File: config.mk
export PLATFORM = sky130hd
export DESIGN_NAME = subservient_sram_loader
export DESIGN_NICKNAME = d
export VERILOG_FILES = /design/src/rtl/subservient_sram_loader.sv
export SDC_FILE = /design/constraint.sdc
export NUM_CORES = 1
export LEC_CHECK = 0
export CAP_MARGIN = 30
export CORE_MARGIN = 2
export CORE_UTILIZATION = 35
export DETAILED_ROUTE_END_ITERATION = 16
export HOLD_SLACK_MARGIN = 0.06
export PLACE_DENSITY_LB_ADDON = 0.15
export RECOVER_POWER = 100
export SLEW_MARGIN = 15
export SYNTH_ARGS = -nofsm -noshare
export SYNTH_HDL_FRONTEND = slang
export SYNTH_SLANG_ARGS = --single-unit
File: constraint.sdc
create_clock -name i_clk -period 5.5 [get_ports i_clk]
set_input_delay 1.1 -clock i_clk [delete_from_list [all_inputs] [get_ports i_clk]]
set_output_delay 1.1 -clock i_clk [all_outputs]
set_load 0.01 [all_outputs]
File: src/rtl/subservient_sram_loader.sv
// Boot-time SRAM loader: streams an image into SRAM from address 0, optionally
// verifies it by readback checksum, then releases the core and hands it the SRAM port.
module subservient_sram_loader #(
    parameter int memsize     = 1024,
    parameter bit WITH_VERIFY = 1'b1
) (
    input  logic                        i_clk,
    input  logic                        i_rst,
    input  logic [7:0]                  i_load_data,
    input  logic                        i_load_valid,
    input  logic                        i_load_last,
    output logic                        o_load_ready,
    input  logic [$clog2(memsize)-1:0]  i_core_waddr,
    input  logic [7:0]                  i_core_wdata,
    input  logic                        i_core_wen,
    input  logic [$clog2(memsize)-1:0]  i_core_raddr,
    input  logic                        i_core_ren,
    output logic [7:0]                  o_core_rdata,
    output logic [$clog2(memsize)-1:0]  o_sram_waddr,
    output logic [7:0]                  o_sram_wdata,
    output logic                        o_sram_wen,
    output logic [$clog2(memsize)-1:0]  o_sram_raddr,
    output logic                        o_sram_ren,
    input  logic [7:0]                  i_sram_rdata,
    output logic                        o_core_rst,
    output logic                        o_done,
    output logic                        o_error
);

    localparam int unsigned aw = $clog2(memsize);

    typedef enum logic [1:0] {
        S_LOAD,
        S_VERIFY,
        S_RUN,
        S_ERROR
    } state_t;

    state_t         state_q, state_d;
    logic [aw-1:0]  addr_q;
    logic [aw:0]    count_q;
    logic [aw:0]    vidx_q;
    logic [7:0]     sum_q;
    logic [7:0]     vsum_q;
    logic [7:0]     vsum_nxt;
    logic           rd_pend_q;
    logic           load_hs;
    logic           core_rst_q;
    logic           done_q;
    logic           error_q;

    assign o_core_rdata = i_sram_rdata;
    assign o_core_rst   = core_rst_q;
    assign o_done       = done_q;
    assign o_error      = error_q;

    always_ff @(posedge i_clk) begin
        if (i_rst) begin
            state_q <= S_LOAD;
        end else begin
            state_q <= state_d;
        end
    end

    // Next state plus the combinational SRAM mux and load handshake.
    always_comb begin
        state_d      = state_q;
        load_hs      = 1'b0;
        o_load_ready = 1'b0;
        o_sram_waddr = '0;
        o_sram_wdata = '0;
        o_sram_wen   = 1'b0;
        o_sram_raddr = '0;
        o_sram_ren   = 1'b0;
        vsum_nxt     = vsum_q + (rd_pend_q ? i_sram_rdata : 8'd0);

        case (state_q)
            S_LOAD: begin
                o_load_ready = 1'b1;
                if (i_load_valid) begin
                    load_hs      = 1'b1;
                    o_sram_waddr = addr_q;
                    o_sram_wdata = i_load_data;
                    o_sram_wen   = 1'b1;
                    if (i_load_last) begin
                        state_d = WITH_VERIFY ? S_VERIFY : S_RUN;
                    end else if (addr_q == aw'(memsize - 1)) begin
                        state_d = S_ERROR;
                    end
                end
            end
            S_VERIFY: begin
                // Final cycle folds the last read's data in combinationally and decides.
                if (vidx_q != count_q) begin
                    o_sram_raddr = vidx_q[aw-1:0];
                    o_sram_ren   = 1'b1;
                end else begin
                    state_d = (vsum_nxt == sum_q) ? S_RUN : S_ERROR;
                end
            end
            S_RUN: begin
                o_sram_waddr = i_core_waddr;
                o_sram_wdata = i_core_wdata;
                o_sram_wen   = i_core_wen;
                o_sram_raddr = i_core_raddr;
                o_sram_ren   = i_core_ren;
            end
            default: begin
                state_d = S_ERROR;
            end
        endcase

        if (i_rst) begin
            state_d      = S_LOAD;
            load_hs      = 1'b0;
            o_load_ready = 1'b0;
            o_sram_wen   = 1'b0;
            o_sram_ren   = 1'b0;
        end
    end

    // Load/verify datapath and registered status outputs.
    always_ff @(posedge i_clk) begin
        if (i_rst) begin
            addr_q     <= '0;
            count_q    <= '0;
            vidx_q     <= '0;
            sum_q      <= '0;
            vsum_q     <= '0;
            rd_pend_q  <= 1'b0;
            core_rst_q <= 1'b1;
            done_q     <= 1'b0;
            error_q    <= 1'b0;
        end else begin
            if (load_hs) begin
                addr_q  <= addr_q + aw'(1);
                count_q <= count_q + (aw + 1)'(1);
                sum_q   <= sum_q + i_load_data;
            end
            rd_pend_q <= o_sram_ren && (state_q == S_VERIFY);
            if (state_q == S_VERIFY) begin
                vsum_q <= vsum_nxt;
                if (o_sram_ren) begin
                    vidx_q <= vidx_q + (aw + 1)'(1);
                end
            end
            core_rst_q <= (state_q != S_RUN);
            done_q     <= (state_q == S_RUN);
            error_q    <= (state_q == S_ERROR);
        end
    end

endmodule

# == Yosys cells after proc, flatten, opt, wreduce, memory -nomap -nowiden ==
# Cells that the tools add are included.
# classes
addsub,5
eq_ne,10
mux,23
bitwise_logic,1
n_reduce_logical,4
# op_table
cell,n
10-bit one-hot mux with 2 select lines,2
11-bit by 1-bit adder with 11-bit output (second input constant),2
10-bit two-way mux,2
8-bit adder,2
8-bit two-way mux,2
8-bit one-hot mux with 2 select lines,1
11-bit inequality test,1
10-bit by 1-bit adder with 10-bit output (second input constant),1
10-bit equality test (second input constant),1
1-bit two-way mux,9
8-bit equality test,1
2-bit two-way mux,4
2-bit inequality test (second input constant),3
2-bit one-hot mux with 3 select lines,1
2-bit equality test (second input constant),2
1-bit one-hot mux with 2 select lines,2
4-bit AND reduction,1
3-bit inequality test (second input constant),1
2-bit by 1-bit equality test with 1-bit output (second input constant),1
2-bit logical NOT,1
2-bit AND reduction,1
1-bit logical AND,1
1-bit NOT,1
# word_totals
register_bits,54
inputBits,50
output_inout_bits,42
word_cells,53

# == Longest topological paths before layout ==
# logic_depth
ltp_word,6
ltp_mapped,9

# == Worst setup path after synthesis ==
# Ideal clock, no wire load.
# synth_path
kind,input port to output port
startpoint,input port i_load_valid
endpoint,output port o_sram_waddr[0]
arrival_time_ns,1.915
required_ns,4.400
setup_slack_ns,2.485
path_stages,4
n_path_buf,2
path_cell_list,and2_1 buf_2 buf_1 a22o_1
# synth_between
elab_chain_len,2
# synth_rtl
element,line,source
from (decl),10,"input logic i_load_valid,"
10-bit two-way mux,80,if (i_load_valid) begin
10-bit one-hot mux with 2 select lines,77,case (state_q)
to (decl),19,"output logic [$clog2(memsize)-1:0] o_sram_waddr,"
# No other way between the ends.

# == Final worst setup path ==
# layout_path
startpoint,input port i_load_valid
endpoint,output port o_sram_wdata[2]
# layout_between
elab_chain_len,2
# layout_rtl
element,line,source
8-bit two-way mux,80,
8-bit one-hot mux with 2 select lines,77,
to (decl),20,"output logic [7:0] o_sram_wdata,"
# No other way between the ends.

==> flow_summary_export.csv <==
group,metric,value,unit
sta,setup_slack,939.7,ps
synth,ys_seq_area_frac,0.3063,
placed_design,preCtsSetupSlack,1302,ps
cells_and_area,nets,569,
power,internal_power,0.8605,mW
power,sw_frac_of_total,0.3722,
synth,synth_edf_count,0,
sta,setup_tns,0,ps
route,wl,8.809,mm
cells_and_area,layout-drive-gt1-share,0.03219,
clocking,cts_tree,"built",
sta,finClkSkew,9.283,ps
route,wl_per_cell,13.98,um
floorplanning,die_area,10900,um^2
sta,maxSlewViolCount,0,
clocking,postCtsSetupBuffers,0,
synth,synth_top_area_frac,0.3063,
synth,synth_nets,496,
flow_run,max_cap_violations,0,
cells_and_area,antenna-diode-count,0,
floorplanning,floorplan.initialDensity,0.3611,
critical_path,slowest_stage,"and2_0",
critical_path,end_kind,"primary output",
route,drc,0,
synth,netlist_area,3530,um^2
outcome,status,"finished clean",
sta,finalSetupViolCount,0,
power,p_clk_frac,0.172,
route,drt-initial-drc-count,136,
synth,synthArstFlopShare,0,
critical_path,crit_buf_inv,2,
sta,clock.fmax,219.3,MHz
global_routing,grt_first_pass_wirelength,14.72,mm
sta,period_share,0.8291,
placed_design,dp_hpwl,6.728,mm
power,combPwrFrac,0.482,
critical_path,path_delay_family,"buffers and inverters",
critical_path,path_max_fanout,21,
clocking,clockBufferDepth,2,
route,ant_nets,0,
global_routing,grt_start_max_net_pins,33,
clocking,clk_pin_slew,100,ps
synth,ys_types,48,
clocking,cts.htree.levels,2,
sta,hold_violations,0,
critical_path,cp.required,4400,ps
hold_path,hold_path.class,"register to register",
route,num_vias,3166,
route,dr.pass1.iters,6,
clocking,cts-buffers-inserted,5,
cells_and_area,area.growth.synth_to_final,29.28,%
global_routing,grt_usage,0.1610,
critical_path,cp_common_cell,"dlygate4sd3_1",
global_routing,antenna_found_initial,0,
route,drt-vias-per-instance,5.025,
synth,synth-seq-cells,54,
floorplanning,die_h,104.4,um
synth,ys_top_cells_by_area,"dfxtp_1, xor2_1, ha_1, nor2_1, a22o_1",
critical_path,slowest_delay,890,ps
sta,tightest_slew,1363,ps
floorplanning,row_count,36,
sta,fin_crit,4560,ps
placed_design,port_buffers,91,
critical_path,crit_chain,"dlygate4sd3_1 > and2_0 > a22o_1 > dlygate4sd3_1",
sta,slew_headroom,0.09148,
synth,yosysTopAreaCell,"dfxtp_1",
power,seqPwrFrac,0.346,
critical_path,setup.worst_path.class,"input pin to primary output",
critical_path,cp.arrival,3460,ps
global_routing,grt_pass1_vias,2959,
synth,syn_area_per_cell,8.344,um^2
synth,ys.flop_type,"dfxtp_1",
critical_path,startpoint_type,"input pin",
clocking,clkLatencyLatePin,310,ps
clocking,cts-hold-fix-buffers,0,
synth,syn_inst,423,
power,switching_power,0.5102,mW
synth,yosys_warnings,0,
sta,rsz0062_at_grt,"no",
floorplanning,core-area,9774,um^2
placed_design,place.gp.congestion,0.8011,
floorplanning,die_x,104.4,um
clocking,cts.sinks,54,
clocking,clockRootBuffer,"clkbuf_8",
clocking,ctsResizeCount,0,
power,p_leak,1.903,nW
global_routing,grt-ovfl-total,0,
power,ir_drop,148.3,uV
power,power_density,300.4,nW/um^2
floorplanning,pin_count,92,
[Yosys cell counts (all sizes together), types with 13 or more instances]
cell type,count
inv,13
nor2b,15
xnor2,14
o21ai,15
a22o,16
a21oi,22
buf,16
clkbuf,13
dfxtp,54
xor2,35
ha,21
nand2,35
nor2,45
[worst register-to-register path: stages (launching register included)]
cell     delay (ps)
dfxtp_1         400
inv_1            80
ha_1            480
nand3_1         150
a41oi_1         870
nand4_1         210
xor2_1          180
nor2_1           60
[final cells by class]
| class | count | area, um^2 |
|---|---|---|
| clock buffers | 6 | 82.58 |
| clock inverters | 2 | 12.51 |
| fillers | 985 | 5211 |
| inverters | 13 | 48.80 |
| multi-input cells | 327 | 2245 |
| flip-flops and latches | 54 | 1081 |
| well taps | 133 | 166.4 |
| repair buffers | 95 | 927.1 |
[final timing paths]
check | endpoint | cells after the start | startpoint | slack [ps]
max | o_sram_wdata[2] | 4 | i_load_valid | 940
min | sum_q[4]$_SDFFE_PP0P_ | 2 | sum_q[4]$_SDFFE_PP0P_ | 490
max reg2reg | vidx_q[6]$_SDFFE_PP0P_ | 7 | state_q[0]$_SDFFE_PP0P_ | 2930
min reg2reg | sum_q[4]$_SDFFE_PP0P_ | 2 | sum_q[4]$_SDFFE_PP0P_ | 490
[power by group through the flow]
| stage | Clock, mW | Combinational, mW | Sequential (mW) |
|---|---|---|---|
| 6_report | 0.236 | 0.660 | 0.474 |
| 2_1_floorplan | 0 | 0.439 | 0.473 |
| 3_3_place_gp | 0 | 0.680 | 0.483 |
| 4_1_cts | 0.240 | 0.694 | 0.475 |
| 5_1_grt | 0.257 | 0.729 | 0.482 |
| 3_5_place_dp | 0 | 0.691 | 0.484 |
[sequential cells by signal, summed over array words and instances, names as in the netlist, 2 cells and up]
name / count
count_q: 11
vidx_q: 11
addr_q: 10
sum_q: 8
vsum_q: 8
state_q: 2
[kinds of logic (layout without fill, tap and decap cells)]
group | count (synthesis) | count (layout) | share of synthesized area
AOI/OAI and AO/OA | 84 | 84 | 0.1634
adders and majority gates | 23 | 23 | 0.08579
buffers and inverters | 42 | 116 | 0.05565
muxes | 10 | 10 | 0.02871
DFF | 54 | 54 | 0.3063
and+or+nand+nor | 160 | 160 | 0.2322
xor gates and xnor gates | 50 | 50 | 0.1280
[placed cells by master (no fill, tap or decap), types with 2 or more instances in the layout]
master / count
fa_1: 2
xor2_1: 35
and2_0: 3
a21o_1: 4
a21oi_1: 22
buf_4: 2
nor4_1: 2
or3_1: 6
ha_1: 21
dfxtp_1: 54
a41oi_1: 2
nor2b_1: 15
xnor2_1: 14
inv_1: 13
a211oi_1: 3
nor4_2: 2
a31oi_1: 4
nand2_1: 35
and4_1: 4
nor2_1: 45
mux2i_1: 9
nand3_1: 11
dlygate4sd3_1: 42
and2_1: 5
clkdlybuf4s50_1: 48
o21ai_0: 15
a22o_1: 16
nor3_1: 3
nand4_1: 11
clkbuf_1: 3
clkbuf_8: 6
a22oi_1: 10
nor3b_1: 3
and3_1: 10
[layer usage]
metal,part of all wire,up-vias,global-route usage,wire length [um]
met2,0.46,61,0.2708,4087
met5,0,-,0,0
met1,0.49,1475,0.2187,4336
met4,0.0077,0,0.02896,68
li1,-,1626,-,-
met3,0.036,4,0.02632,317
[per-stage QoR]
stage	utilization	cells	instance area (um^2)	hold WS [ps]	total power, mW
after global placement	0.4580	621	4477	478.3	1.163
after CTS	0.4683	630	4577	497.3	1.410
after detailed placement	0.4585	622	4482	481.4	1.175
after global routing	0.4668	630	4563	515.8	1.467
final	0.4668	630	4563	494.7	1.371
after floorplan	-	423	3530	460.2	0.9122
Power figures use the tool's default switching activity.
